## src/rtl/scanned_display_driver_if.sv

```systemverilog
// scanned_display_driver_if: binary value and blanking controls in, scanned 7-segment drive and status out
interface scanned_display_driver_if #(parameter int BIN_WIDTH = 16);
   logic [BIN_WIDTH-1:0] value;
   logic                 blank_lz;
   logic                 blank;
   logic [7:0]           AN;
   logic [6:0]           seg;
   logic                 busy;
   logic                 done;
   modport master (output value, blank_lz, blank, input AN, seg, busy, done);
   modport slave (input value, blank_lz, blank, output AN, seg, busy, done);
endinterface

```

## src/rtl/scanned_display_driver.sv

```systemverilog
// scanned_display_driver: double-dabble binary to BCD conversion feeding a multiplexed
// active-low 7-segment display with leading-zero blanking and overflow dashes
module scanned_display_driver #(
   parameter int NUM_DIGITS = 5,
   parameter int BIN_WIDTH  = 16,
   parameter int SCAN_DIV   = 1000
) (
   input logic clk,
   input logic reset,
   scanned_display_driver_if.slave bus
);
   // at least one nibble above the displayed digits so overflow is a simple OR
   localparam int BCD_MIN = BIN_WIDTH * 301 / 1000 + 1;
   localparam int BCD_DIG = BCD_MIN > NUM_DIGITS ? BCD_MIN : NUM_DIGITS + 1;
   localparam int BCD_W   = 4 * BCD_DIG;
   localparam int CW      = SCAN_DIV > 1 ? $clog2(SCAN_DIV) : 1;
   typedef enum logic [1:0] {IDLE, CONVERT, LATCH} state_t;
   state_t                        r_state, w_next;
   logic [BCD_W+BIN_WIDTH-1:0]    r_sh, w_step;
   logic [BIN_WIDTH-1:0]          r_last;
   logic                          r_pend, r_ovf, r_done;
   logic [4:0]                    r_cnt;
   logic [NUM_DIGITS-1:0][3:0]    r_disp;
   logic [CW-1:0]                 r_scan;
   logic [2:0]                    r_dig;
   logic [7:0]                    r_an;
   logic [6:0]                    r_seg, w_seg;
   logic [3:0]                    w_nib;
   logic                          w_zero, w_lzb, w_start;
   assign w_start  = (bus.value != r_last) || r_pend;
   assign bus.AN   = r_an;
   assign bus.seg  = r_seg;
   assign bus.busy = r_state != IDLE;
   assign bus.done = r_done;
   always_comb begin
      w_next = r_state;
      w_next = (r_state == IDLE) ? (w_start ? CONVERT : IDLE) :
               (r_state == CONVERT) ? (r_cnt == 5'(BIN_WIDTH - 1) ? LATCH : CONVERT) : IDLE;
   end
   always_comb begin
      w_step = r_sh;
      for (int i = 0; i < BCD_DIG; i++)
         if (w_step[BIN_WIDTH+4*i +: 4] >= 4'd5) w_step[BIN_WIDTH+4*i +: 4] = w_step[BIN_WIDTH+4*i +: 4] + 4'd3;
      w_step = w_step << 1;
   end
   always_ff @(posedge clk or posedge reset)
      if (reset) r_state <= IDLE;
      else r_state <= w_next;
   always_ff @(posedge clk or posedge reset) begin
      if (reset) begin
         r_sh   <= '0;
         r_last <= '0;
         r_pend <= 1'b1;
         r_cnt  <= '0;
         r_disp <= '0;
         r_ovf  <= 1'b0;
         r_done <= 1'b0;
      end else begin
         r_done <= r_state == LATCH;
         if (r_state == IDLE && w_start) begin
            r_sh   <= {{BCD_W{1'b0}}, bus.value};
            r_last <= bus.value;
            r_pend <= 1'b0;
            r_cnt  <= '0;
         end else if (r_state == CONVERT) begin
            r_sh  <= w_step;
            r_cnt <= r_cnt + 5'd1;
         end else if (r_state == LATCH) begin
            r_disp <= r_sh[BIN_WIDTH +: 4*NUM_DIGITS];
            r_ovf  <= |r_sh[BIN_WIDTH+4*NUM_DIGITS +: BCD_W-4*NUM_DIGITS];
         end
      end
   end
   // w_zero accumulates "this digit and every higher one is zero" from the top down
   always_comb begin
      w_nib  = 4'd0;
      w_lzb  = 1'b0;
      w_zero = 1'b1;
      for (int i = NUM_DIGITS - 1; i >= 0; i--) begin
         w_zero = w_zero & (r_disp[i] == 4'd0);
         if (r_dig == 3'(i)) begin
            w_nib = r_disp[i];
            w_lzb = w_zero && (i != 0);
         end
      end
      case (w_nib)
         4'd0:    w_seg = 7'h40;
         4'd1:    w_seg = 7'h79;
         4'd2:    w_seg = 7'h24;
         4'd3:    w_seg = 7'h30;
         4'd4:    w_seg = 7'h19;
         4'd5:    w_seg = 7'h12;
         4'd6:    w_seg = 7'h02;
         4'd7:    w_seg = 7'h78;
         4'd8:    w_seg = 7'h00;
         4'd9:    w_seg = 7'h10;
         default: w_seg = 7'h7F;
      endcase
      w_seg = r_ovf ? 7'h3F : (bus.blank_lz && w_lzb) ? 7'h7F : w_seg;
   end
   always_ff @(posedge clk or posedge reset) begin
      if (reset) begin
         r_scan <= '0;
         r_dig  <= '0;
         r_an   <= 8'hFF;
         r_seg  <= 7'h7F;
      end else begin
         r_scan <= r_scan == CW'(SCAN_DIV - 1) ? '0 : r_scan + 1'b1;
         if (r_scan == CW'(SCAN_DIV - 1)) r_dig <= r_dig == 3'(NUM_DIGITS - 1) ? 3'd0 : r_dig + 3'd1;
         r_an   <= bus.blank ? 8'hFF : ~(8'd1 << r_dig);
         r_seg  <= w_seg;
      end
   end
endmodule
```

## src/flat_wrapper.sv

```systemverilog
// flat-port wrapper written by rule: the top's interface ports become plain ports
module scanned_display_driver_flat 
#(
   parameter int NUM_DIGITS = 5,
   parameter int BIN_WIDTH  = 16,
   parameter int SCAN_DIV   = 1000
)
  (clk, reset, bus_value, bus_blank_lz, bus_blank, bus_AN, bus_seg, bus_busy, bus_done);
  scanned_display_driver_if #(.BIN_WIDTH(BIN_WIDTH)) bus_i ();
  input logic clk;
  input logic reset;
  input wire logic [$bits(bus_i.value)-1:0] bus_value;
  input wire logic [$bits(bus_i.blank_lz)-1:0] bus_blank_lz;
  input wire logic [$bits(bus_i.blank)-1:0] bus_blank;
  output wire logic [$bits(bus_i.AN)-1:0] bus_AN;
  output wire logic [$bits(bus_i.seg)-1:0] bus_seg;
  output wire logic [$bits(bus_i.busy)-1:0] bus_busy;
  output wire logic [$bits(bus_i.done)-1:0] bus_done;
  assign bus_i.value = bus_value;
  assign bus_i.blank_lz = bus_blank_lz;
  assign bus_i.blank = bus_blank;
  assign bus_AN = bus_i.AN;
  assign bus_seg = bus_i.seg;
  assign bus_busy = bus_i.busy;
  assign bus_done = bus_i.done;
  scanned_display_driver #(.NUM_DIGITS(NUM_DIGITS), .BIN_WIDTH(BIN_WIDTH), .SCAN_DIV(SCAN_DIV)) u_core (.clk(clk), .reset(reset), .bus(bus_i));
endmodule
```

## config.mk

```make
export PLATFORM = sky130hd
export DESIGN_NAME = scanned_display_driver_flat
export DESIGN_NICKNAME = d
export VERILOG_FILES = /design/src/rtl/scanned_display_driver_if.sv /design/src/rtl/scanned_display_driver.sv /design/src/flat_wrapper.sv
export SDC_FILE = /design/constraint.sdc
export NUM_CORES = 1
export LEC_CHECK = 0
export CAP_MARGIN = 20
export CORE_MARGIN = 8
export CORE_UTILIZATION = 45
export CTS_CLUSTER_DIAMETER = 50
export DETAILED_ROUTE_END_ITERATION = 7
export GPL_TIMING_DRIVEN = 0
export SYNTH_ARGS = -nofsm -noshare
export SYNTH_HDL_FRONTEND = slang
export SYNTH_SLANG_ARGS = --single-unit
```

## constraint.sdc

```tcl
create_clock -name clk -period 7.2 [get_ports clk]
set_input_delay 0.72 -clock clk [delete_from_list [all_inputs] [get_ports clk]]
set_output_delay 0.72 -clock clk [all_outputs]
set_load 0.03 [all_outputs]
```

==> results of run 1 <==
==> per-stage QoR <==
step | setup WS [ps] | hold slack [ps] | cells | total power, mW
floorplan | 3490 | 421 | 563 | 1.87
global placement | 1740 | 445 | 771 | 2.13
detailed placement | 4010 | 451 | 772 | 2.17
CTS | 3900 | 459 | 804 | 3.11
global route | 3830 | 499 | 804 | 3.30
finish | 3960 | 453 | 804 | 3.09
==> logic make-up after synthesis <==
logic type | count (synthesis)
and+or+nand+nor | 163
AOI/OAI and AO/OA | 138
DFF | 114
buffers and inverters | 52
muxes | 38
xor gates and xnor gates | 35
adders and majority gates | 23
==> power by group <==
| part | leakage (nW) | total (mW) | switching [mW] | internal [mW] |
|---|---|---|---|---|
| clock | 0.317 | 0.929 | 0.306 | 0.623 |
| combinational | 1.28 | 1.07 | 0.584 | 0.483 |
| sequential | 1.39 | 1.10 | 0.203 | 0.895 |
| total | 2.99 | 3.09 | 1.09 | 2.00 |
==> synthesized netlist by cell type, drive strengths merged (2+ instances only) <==
master and count:
dfrtp 98, nand2 52, nor2 49, mux2 37, o22ai 28, a21oi 26, xnor2 25, ha 23
inv 23, o21ai 18, a211oi 16, clkbuf 16, dfstp 16, a2111oi 13, nand2b 13, buf 12
nand3 11, xor2 10, a22o 7, a31oi 5, nand4 5, nor4 5, a21o 4, nand3b 4
nor2b 4, nor3 4, o32ai 4, and2 3, and3 3, o211ai 3, a221o 2, a22oi 2
a31o 2, and3b 2, nor3b 2, or3b 2
==> sequential cells by signal, summed over array words and instances (netlist names) <==
name,count
u_core.r_sh,40
u_core.r_cnt,5
u_core.r_disp,20
u_core.r_ovf,1
u_core.r_pend,1
u_core.r_dig,3
u_core.r_scan,10
u_core.bus.seg,7
u_core.bus.AN,8
u_core.bus.done,1
u_core.r_state,2
u_core.r_last,16
==> final cells by class <==
class                           instances  area [um^2]
Fill cell                            1125         5560
Sequential cell                       114         2870
Multi-Input combinational cell        397         2760
Clock buffer                           19          443
Timing Repair Buffer                   37          388
Tap cell                              172          215
Clock inverter                         13          208
Buffer                                 28          125
Inverter                               24         95.1
==> worst max-delay path, stage by stage, from the launching register on <==
cell	delay, ps
dfrtp_1	360
buf_2	160
nor2_1	650
inv_1	260
clkdlybuf4s50_1	660
==> path summary, 6_finish.rpt <==
check | start | to | depth (start not counted)
setup / recovery | u_core.r_state[1]$_DFF_PP0_ | bus_busy | 4
hold reg to reg | u_core.r_scan[0]$_DFF_PP0_ | u_core.r_scan[0]$_DFF_PP0_ | 1
min in group asynchronous | reset | u_core.r_disp[3]$_DFFE_PP0P_ | 2
setup reg to reg | u_core.r_dig[2]$_DFFE_PP0N_ | u_core.bus.seg[3]$_DFF_PP1_ | 10
hold / removal | u_core.r_scan[0]$_DFF_PP0_ | u_core.r_scan[0]$_DFF_PP0_ | 1
max in group asynchronous | reset | u_core.bus.seg[1]$_DFF_PP1_ | 3
==> per-layer routing <==
layer / wire, um / part of all wire, % / GRT usage (%)
met1: 6270 / 46 / 22.4
met2: 6580 / 48 / 27.5
met3: 628 / 4.6 / 4.65
met4: 189 / 1.4 / 6.49
met5: 0 / 0 / 0
==> placed cells by master, fill, tap and decap left out, drive strengths merged, types with 7 or more instances in the layout <==
cell,n
nand2,52
mux2,37
buf,13
clkdlybuf4s50,36
inv,24
nor2,49
a211oi,16
xnor2,25
ha,23
dfstp,16
nand2b,13
a2111oi,13
xor2,10
o22ai,28
a21oi,26
a22o,7
dfrtp,98
nand3,11
clkinv,7
o21ai,18
clkbuf,35
==> impl_metrics.csv, run 1 <==
group,metric,value,unit
global_route,grt_usage,17.4,%
cts,cts-root-buf,"clkbuf_16",
synthesis,synth_xor_area_share,5.24,%
synthesis,synth_cells,563,
route,drt_wl_total,13700,um
cts,cts.repair.resized,0,
place,gp_congestion,0.859,
synthesis,synthArstFlopShare,100,%
worst_setup_path,r2r_slack,4560,ps
sta,rsz0062_at_grt,"no",
layout,n_antenna_cell,0,
floorplanning,design.die.area,0.0169,mm^2
floorplanning,die_y,130,um
cts,clock-sinks,114,
layout,final_core_util,56.1,%
sta,setup_viol,0,
power,p_leak,2.99,nW
global_route,grt_overflow,0,
cts,cts_buffers,17,
worst_setup_path,crit_fanout,8,
sta,worst_pin_slew,820,ps
place,placed_cell_area,0.00646,mm^2
layout,area_growth,21.5,%
layout,fin_area,0.00711,mm^2
synthesis,synth_top_area_share,41.9,%
status,run_status,"completed",
cts,clk_latency,420,ps
cts,path_clk_slew,60,ps
synthesis,synthFlopType,"dfrtp_1",
synthesis,syn_area,0.00585,mm^2
global_route,grt_antenna_before_repair,0,
power,ir_drop,0.265,mV
synthesis,ys_ff_latch,114,
synthesis,synth_seq_area_share,49.1,%
route,num_vias,4495,
layout,layout.nets,662,
floorplanning,die_w,130,um
floorplanning,initial_core_util,46.2,%
worst_setup_path,end_kind,"output port",
global_route,grt_pass1_vias,4516,
floorplanning,coreArea,0.0127,mm^2
synthesis,yosysWarnings,0,
cts,cts_hold_buf,0,
cts,cts_setup_buffers,0,
floorplanning,rows,41,
route,vias_per_cell,5.59,
worst_setup_path,cp.arrival,2520,ps
cts,cts_max_level,4,
run,maxCapViolCount,0,
worst_setup_path,cp.required,6480,ps
sta,finalCriticalPeriod,3240,ps
route,first_iter_violations,355,
route,drc_errors,0,
sta,finClkSkew,9.96,ps
global_route,grt_pass1_wl,22800,um
synthesis,synth-adder-area-share,4.92,%
sta,min_period_over_period,44.9,%
sta,setup_tns,0,ps
sta,hold_violations,0,
synthesis,synth_edf_count,0,
synthesis,synth_top_family_by_area,"compound AO/OA/AOI/OAI gates",
sta,max_slew_margin,45.1,%
layout,drive_gt1_share,16.6,%
worst_setup_path,path_class,"flop to output port",
route,post_drt_wl_per_cell,17.0,um
synthesis,synth_compound_area_share,16.0,%
synthesis,ys_types,56,
synthesis,synth_area_leaders,"dfrtp_1 (42%), dfstp_2 (7.2%), mux2_2 (7.1%)",
sta,finalMaxSlewViolations,0,
worst_setup_path,cp-start-kind,"flop",
route,ant_nets,0,
synthesis,synth-simple-area-share,13.7,%
synthesis,synthMuxAreaShare,7.30,%
cts,clock_path_buffers,2,
cts,cts_tree,"yes",
global_route,grt_max_degree,85,
sta,max_freq,309,MHz
floorplanning,pin_count,37,
route,first_pass_iters,5,
synthesis,syn-num-nets,606,
synthesis,avgSynthCellArea,10.4,um^2
power,powerDensity,435,mW/mm^2
min_path,hold_class,"flop to flop",
place,hpwl,9330,um
synthesis,yosysTopAreaCell,"dfrtp_1",
place,port_buffers,36,
No activity file was read; power rests on OpenSTA's default activity.
==> inputs of run 2 (changes only) <==
==> constraint.sdc (replaced) <==
create_clock -name clk -period 3.25 [get_ports clk]
set_input_delay 0.325 -clock clk [delete_from_list [all_inputs] [get_ports clk]]
set_output_delay 0.325 -clock clk [all_outputs]
set_load 0.03 [all_outputs]
==> run 2 against run 1 <==
  * Non-clock buffer count up 2
  * Count of clock-buffer cells in the layout increased by 4
  * Register-to-register slack got worse by 4000 ps
  * Clock skew is essentially flat
  * Wire length down 1.2%
  * Hold slack worse by 130 ps
  * Utilization down 0.089 points
  * Via count rose by 1.6%
  * Sequential cell count is the same
  * Sequential power up 120%
  * Final area fell by 0.16%
  * Clock power up 100%
  * Critical path type unchanged
  * Critical endpoint unchanged
==> impl_metrics.csv, run 2 (synthesis results as in run 1) <==
group,metric,value,unit
status,run_status,"completed",
floorplanning,pin_count,37,
worst_setup_path,r2r-end,"u_core.bus.seg[3]$_DFF_PP1_",
route,post_drt_wl_per_cell,16.8,um
power,pwr-share-comb,35.6,%
global_route,grt_pass1_wl,22800,um
layout,multi_input_area,0.00276,mm^2
layout,mostFrequentLayoutCell,"dfrtp_1",
worst_setup_path,r2r_cells,10,
cts,cts_setup_buffers,0,
layout,fill_cells,1103,
layout,drive_gt1_share,16.9,%
route,first_pass_iters,5,
route,drc_errors,0,
sta,hold_violations,0,
cts,cts_max_level,4,
global_route,grt_max_degree,42,
sta,max_freq,353,MHz
layout,final_cell_mix,"dfrtp_1 (98), nand2_1 (52), nor2_1 (49)",
sta,setup_viol,0,
cts,cts-root-buf,"clkbuf_16",
sta,finalMaxSlewViolations,0,
sta,worst_pin_slew,821,ps
power,seqPwrFrac,36.5,%
power,swShare,35.9,%
global_route,grt_antenna_before_repair,0,
layout,area_growth,21.3,%
route,ant_nets,0,
route,vias_per_cell,5.67,
sta,min_period_over_period,87.1,%
power,ir_drop,0.465,mV
layout,largest_reg_flops,40,
power,powerDensity,940,mW/mm^2
cts,clock_path_buffers,2,
cts,path_clk_slew,50,ps
worst_setup_path,r2r_slack,600,ps
sta,max_slew_margin,45.1,%
place,placed_cell_area,0.00649,mm^2
sta,finClkSkew,9.60,ps
route,drt_wl_total,13500,um
floorplanning,die_y,130,um
cts,cts_tree,"yes",
route,first_iter_violations,396,
cts,cts_buffers,17,
power,clockPowerShare,27.9,%
cts,clock-sinks,114,
worst_setup_path,cp.arrival,2510,ps
floorplanning,die_w,130,um
min_path,hold_class,"primary input to asynchronous set/reset pin",
sta,finalCriticalPeriod,2830,ps
global_route,grt_usage,17.4,%
worst_setup_path,cp-start-kind,"flop",
floorplanning,rows,41,
power,p_sw,2.39,mW
layout,seqCellArea,0.00287,mm^2
place,gp_congestion,0.858,
global_route,grt_pass1_vias,4490,
worst_setup_path,cp-startpoint,"u_core.r_state[1]$_DFF_PP0_",
layout,final_core_util,56.0,%
power,p_leak,2.97,nW
cts,cts.repair.resized,0,
worst_setup_path,r2r-start,"u_core.r_dig[2]$_DFFE_PP0N_",
floorplanning,coreArea,0.0127,mm^2
layout,n_antenna_cell,0,
power,p_int,4.28,mW
sta,rsz0062_at_grt,"no",
worst_setup_path,end_kind,"output port",
route,num_vias,4569,
worst_setup_path,slowest_delay,660,ps
place,port_buffers,36,
floorplanning,initial_core_util,46.2,%
place,hpwl,9610,um
layout,top_register,"u_core.r_sh",
layout,top_regs,"u_core.r_sh: 40 flops, u_core.r_disp: 20 flops, u_core.r_last: 16 flops",
worst_setup_path,cpMaxStageDelayCell,"clkdlybuf4s50_1",
worst_setup_path,path_cells,"buf_2 -> nor2_1 -> inv_1 -> clkdlybuf4s50_1",
cts,clk_latency,420,ps
layout,layout.nets,664,
run,maxCapViolCount,0,
worst_setup_path,crit_fanout,8,
sta,holdWs,324,ps
cts,cts_hold_buf,0,
floorplanning,design.die.area,0.0169,mm^2
sta,setup_tns,0,ps
layout,fin_area,0.00710,mm^2
worst_setup_path,path_class,"flop to output port",
worst_setup_path,cp.required,2920,ps
global_route,grt_overflow,0,
==> run 2: area by class of cell <==
cell class	instances	share of cell area, %
Tap cell	172	3.03
Sequential cell	114	40.5
Multi-Input combinational cell	397	38.9
Buffer	28	1.76
Timing Repair Buffer	39	6.03
Clock inverter	9	1.45
Inverter	24	1.32
Clock buffer	23	7.02
==> run 2: power groups by stage <==
| stage | clock, mW | combinational [mW] | sequential (mW) |
|---|---|---|---|
| final | 1.86 | 2.38 | 2.43 |
| after global placement | 0 | 2.29 | 2.43 |
| after global routing | 1.96 | 2.66 | 2.51 |
| after detailed placement | 0 | 2.38 | 2.45 |
| after floorplan | 0 | 1.75 | 2.40 |
| after CTS | 1.90 | 2.39 | 2.43 |
==> run 2: worst max-delay path by stage <==
stage	endpoint	depth (start not counted)
2_1_floorplan	u_core.bus.seg[3]$_DFF_PP1_	9
3_3_place_gp	u_core.r_dig[0]$_DFFE_PP0N_	2
3_5_place_dp	u_core.r_sh[0]$_DFFE_PP0P_	7
4_1_cts	bus_busy	4
5_1_grt	bus_busy	4
6_report	bus_busy	4
==> run 2: worst max-delay path: cells and delay by family (launching register included) <==
kind / cells / cell delay [ps]
buffers and inverters: 3 / 1080
DFF: 1 / 350
and+or+nand+nor: 1 / 650
==> run 2: metrics by stage <==
| step | std cells | setup slack, ps | total power [mW] |
|---|---|---|---|
| after detailed placement | 774 | 481 | 4.83 |
| after global placement | 771 | 392 | 4.72 |
| final | 806 | 419 | 6.67 |
| after CTS | 806 | 326 | 6.72 |
| after global routing | 806 | 231 | 7.13 |
| after floorplan | 563 | 1060 | 4.14 |
==> run 2: per-layer routing <==
layer | vias to the layer above | wire [um] | track usage, % | part of all wire, %
met3 | 30 | 741 | 4.90 | 5.5
met1 | 2249 | 5970 | 22.2 | 44
met5 | - | 0 | 0 | 0
met4 | 0 | 330 | 7.17 | 2.4
met2 | 145 | 6460 | 27.4 | 48
li1 | 2145 | - | - | -
==> inputs of run 3 (changes only) <==
--- a/config.mk
+++ b/config.mk
@@ -7,10 +7,12 @@
 export LEC_CHECK = 0
 export CAP_MARGIN = 20
 export CORE_MARGIN = 8
-export CORE_UTILIZATION = 45
+export CORE_UTILIZATION = 55
 export CTS_CLUSTER_DIAMETER = 50
 export DETAILED_ROUTE_END_ITERATION = 7
 export GPL_TIMING_DRIVEN = 0
+export MAX_ROUTING_LAYER = met4
+export PLACE_DENSITY = 0.75
 export SYNTH_ARGS = -nofsm -noshare
 export SYNTH_HDL_FRONTEND = slang
 export SYNTH_SLANG_ARGS = --single-unit
==> run 3 against run 2 <==
  * Critical path depth unchanged
  * Wire length up 0.50%
  * Count of clock-buffer cells in the layout down 4
  * Cell count down 4.5%
  * Final area about the same
  * Critical endpoint unchanged
  * Combinational power up 2%
  * Clock skew up 5.8 ps
  * Largest cell class unchanged
  * Fmax up 0.67%
  * Non-clock buffer count unchanged
  * Die area down 16%
  * Total power up 3.5%
==> impl_metrics.csv, run 3 (synthesis results as in run 1) <==
group,metric,value,unit
sta,max_slew_margin,53.2,%
layout,fill_cells,744,
route,first_pass_iters,5,
power,pwr-share-comb,35.1,%
sta,finalCriticalPeriod,2810,ps
min_path,hold_class,"primary input to asynchronous set/reset pin",
worst_setup_path,cp.required,2920,ps
layout,layout.nets,664,
cts,cts_hold_buf,0,
power,seqPwrFrac,35.6,%
global_route,grt_pass1_wl,23200,um
place,port_buffers,36,
power,p_leak,2.99,nW
floorplanning,coreArea,0.0103,mm^2
cts,cts_buffers,17,
layout,top_register,"u_core.r_sh",
cts,path_clk_slew,60,ps
sta,holdWs,249,ps
power,swShare,36.0,%
global_route,grt_max_degree,34,
route,post_drt_wl_per_cell,17.6,um
cts,cts.repair.resized,0,
floorplanning,die_w,119,um
layout,drive_gt1_share,17.0,%
sta,setup_ws,438,ps
sta,setup_tns,0,ps
power,powerDensity,974,mW/mm^2
worst_setup_path,end_kind,"output port",
cts,cts_max_level,4,
sta,finalMaxSlewViolations,0,
place,placed_cell_area,0.00644,mm^2
worst_setup_path,cp-start-kind,"flop",
floorplanning,pin_count,37,
worst_setup_path,cp.arrival,2490,ps
cts,cts_setup_buffers,0,
route,ant_nets,0,
layout,final_cell_mix,"dfrtp_1 (98), nand2_1 (52), nor2_1 (49)",
layout,n_antenna_cell,0,
run,maxCapViolCount,0,
worst_setup_path,crit_fanout,8,
layout,top_regs,"u_core.r_sh: 40 flops, u_core.r_disp: 20 flops, u_core.r_last: 16 flops",
route,drt_wl_total,13600,um
power,p_sw,2.49,mW
route,drc_errors,0,
sta,hold_violations,0,
power,clockPowerShare,29.3,%
place,dpl_worst_slack,629,ps
cts,clk_latency,530,ps
power,p_int,4.42,mW
layout,area_growth,21.2,%
cts,clock-sinks,114,
power,ir_drop,0.473,mV
global_route,grt_antenna_before_repair,0,
cts,clock_path_buffers,2,
floorplanning,initial_core_util,56.6,%
sta,worst_pin_slew,699,ps
sta,setup_viol,0,
place,hpwl,9240,um
layout,mostFrequentLayoutCell,"dfrtp_1",
layout,final_core_util,68.7,%
cts,cts-root-buf,"clkbuf_8",
worst_setup_path,path_class,"flop to output port",
route,first_iter_violations,304,
layout,fin_area,0.00709,mm^2
floorplanning,die_y,119,um
route,num_vias,4584,
layout,largest_reg_flops,40,
sta,finClkSkew,15.4,ps
status,run_status,"completed",
cts,cts_tree,"yes",
sta,min_period_over_period,86.5,%
sta,max_freq,356,MHz
global_route,grt_overflow,0,
global_route,grt_pass1_vias,4827,
floorplanning,rows,37,
sta,rsz0062_at_grt,"no",
place,gp_congestion,0.927,
floorplanning,design.die.area,0.0142,mm^2
global_route,grt_usage,20.8,%
route,vias_per_cell,5.95,
-- run 3: cell types whose count changed in the layout (fill, tap and decap cells not counted), sizes merged --
cell,before,now
clkinv,5,6
clkbuf,39,35
bufinv,2,5
inv,22,23
clkinvlp,4,3
-- run 3: layout make-up --
cell class / instances / area, um^2 / share of cell area [%]
timing repair buffer: 39 / 420 / 5.93
multi-input combinational: 397 / 2760 / 38.9
sequential: 114 / 2870 / 40.5
buffer: 28 / 125 / 1.76
clock buffer: 19 / 442 / 6.23
clock inverter: 13 / 206 / 2.91
tap: 136 / 170 / 2.40
inverter: 24 / 93.8 / 1.32
-- run 3: worst paths after layout --
check | start | end | slack, ps | cells past startpoint
min in group clk | bus_value[2] | u_core.r_last[2]$_DFFE_PP0P_ | 430 | 3
setup reg to reg | u_core.r_dig[2]$_DFFE_PP0N_ | u_core.bus.seg[3]$_DFF_PP1_ | 580 | 10
setup / recovery | u_core.r_state[1]$_DFF_PP0_ | bus_busy | 440 | 4
hold / removal | reset | u_core.r_disp[14]$_DFFE_PP0P_ | 250 | 2
max in group asynchronous | reset | u_core.bus.AN[2]$_DFF_PP1_ | 2170 | 4
hold reg to reg | u_core.r_scan[0]$_DFF_PP0_ | u_core.r_scan[0]$_DFF_PP0_ | 460 | 1
-- run 3: layer usage --
| metal | GRT usage (%) | share of wire [%] | wire length, um | vias to the layer above |
|---|---|---|---|---|
| met1 | 24.7 | 44 | 6010 | 2278 |
| met4 | 8.70 | 1.4 | 188 | 0 |
| met5 | - | 0 | 0 | - |
| met2 | 32.6 | 50 | 6740 | 139 |
| li1 | - | - | - | 2145 |
| met3 | 5.86 | 4.6 | 631 | 22 |
-- run 3: stage by stage --
stage	power, mW	instances
2_1_floorplan	4.14	563
3_3_place_gp	4.66	735
3_5_place_dp	4.82	738
4_1_cts	6.90	770
5_1_grt	7.35	770
6_report	6.91	770
-- run 3: critical path: stages, from the launching register on --
cell             delay, ps
dfrtp_1                350
buf_2                  150
nor2_1                 560
inv_1                  250
clkdlybuf4s50_1        660
-- run 3: power by group through the flow --
| stage | Sequential, mW | Combinational [mW] | Clock [mW] |
|---|---|---|---|
| floorplan | 2.40 | 1.75 | 0 |
| global placement | 2.42 | 2.24 | 0 |
| detailed placement | 2.45 | 2.37 | 0 |
| CTS | 2.44 | 2.41 | 2.05 |
| global route | 2.52 | 2.69 | 2.13 |
| finish | 2.46 | 2.42 | 2.03 |
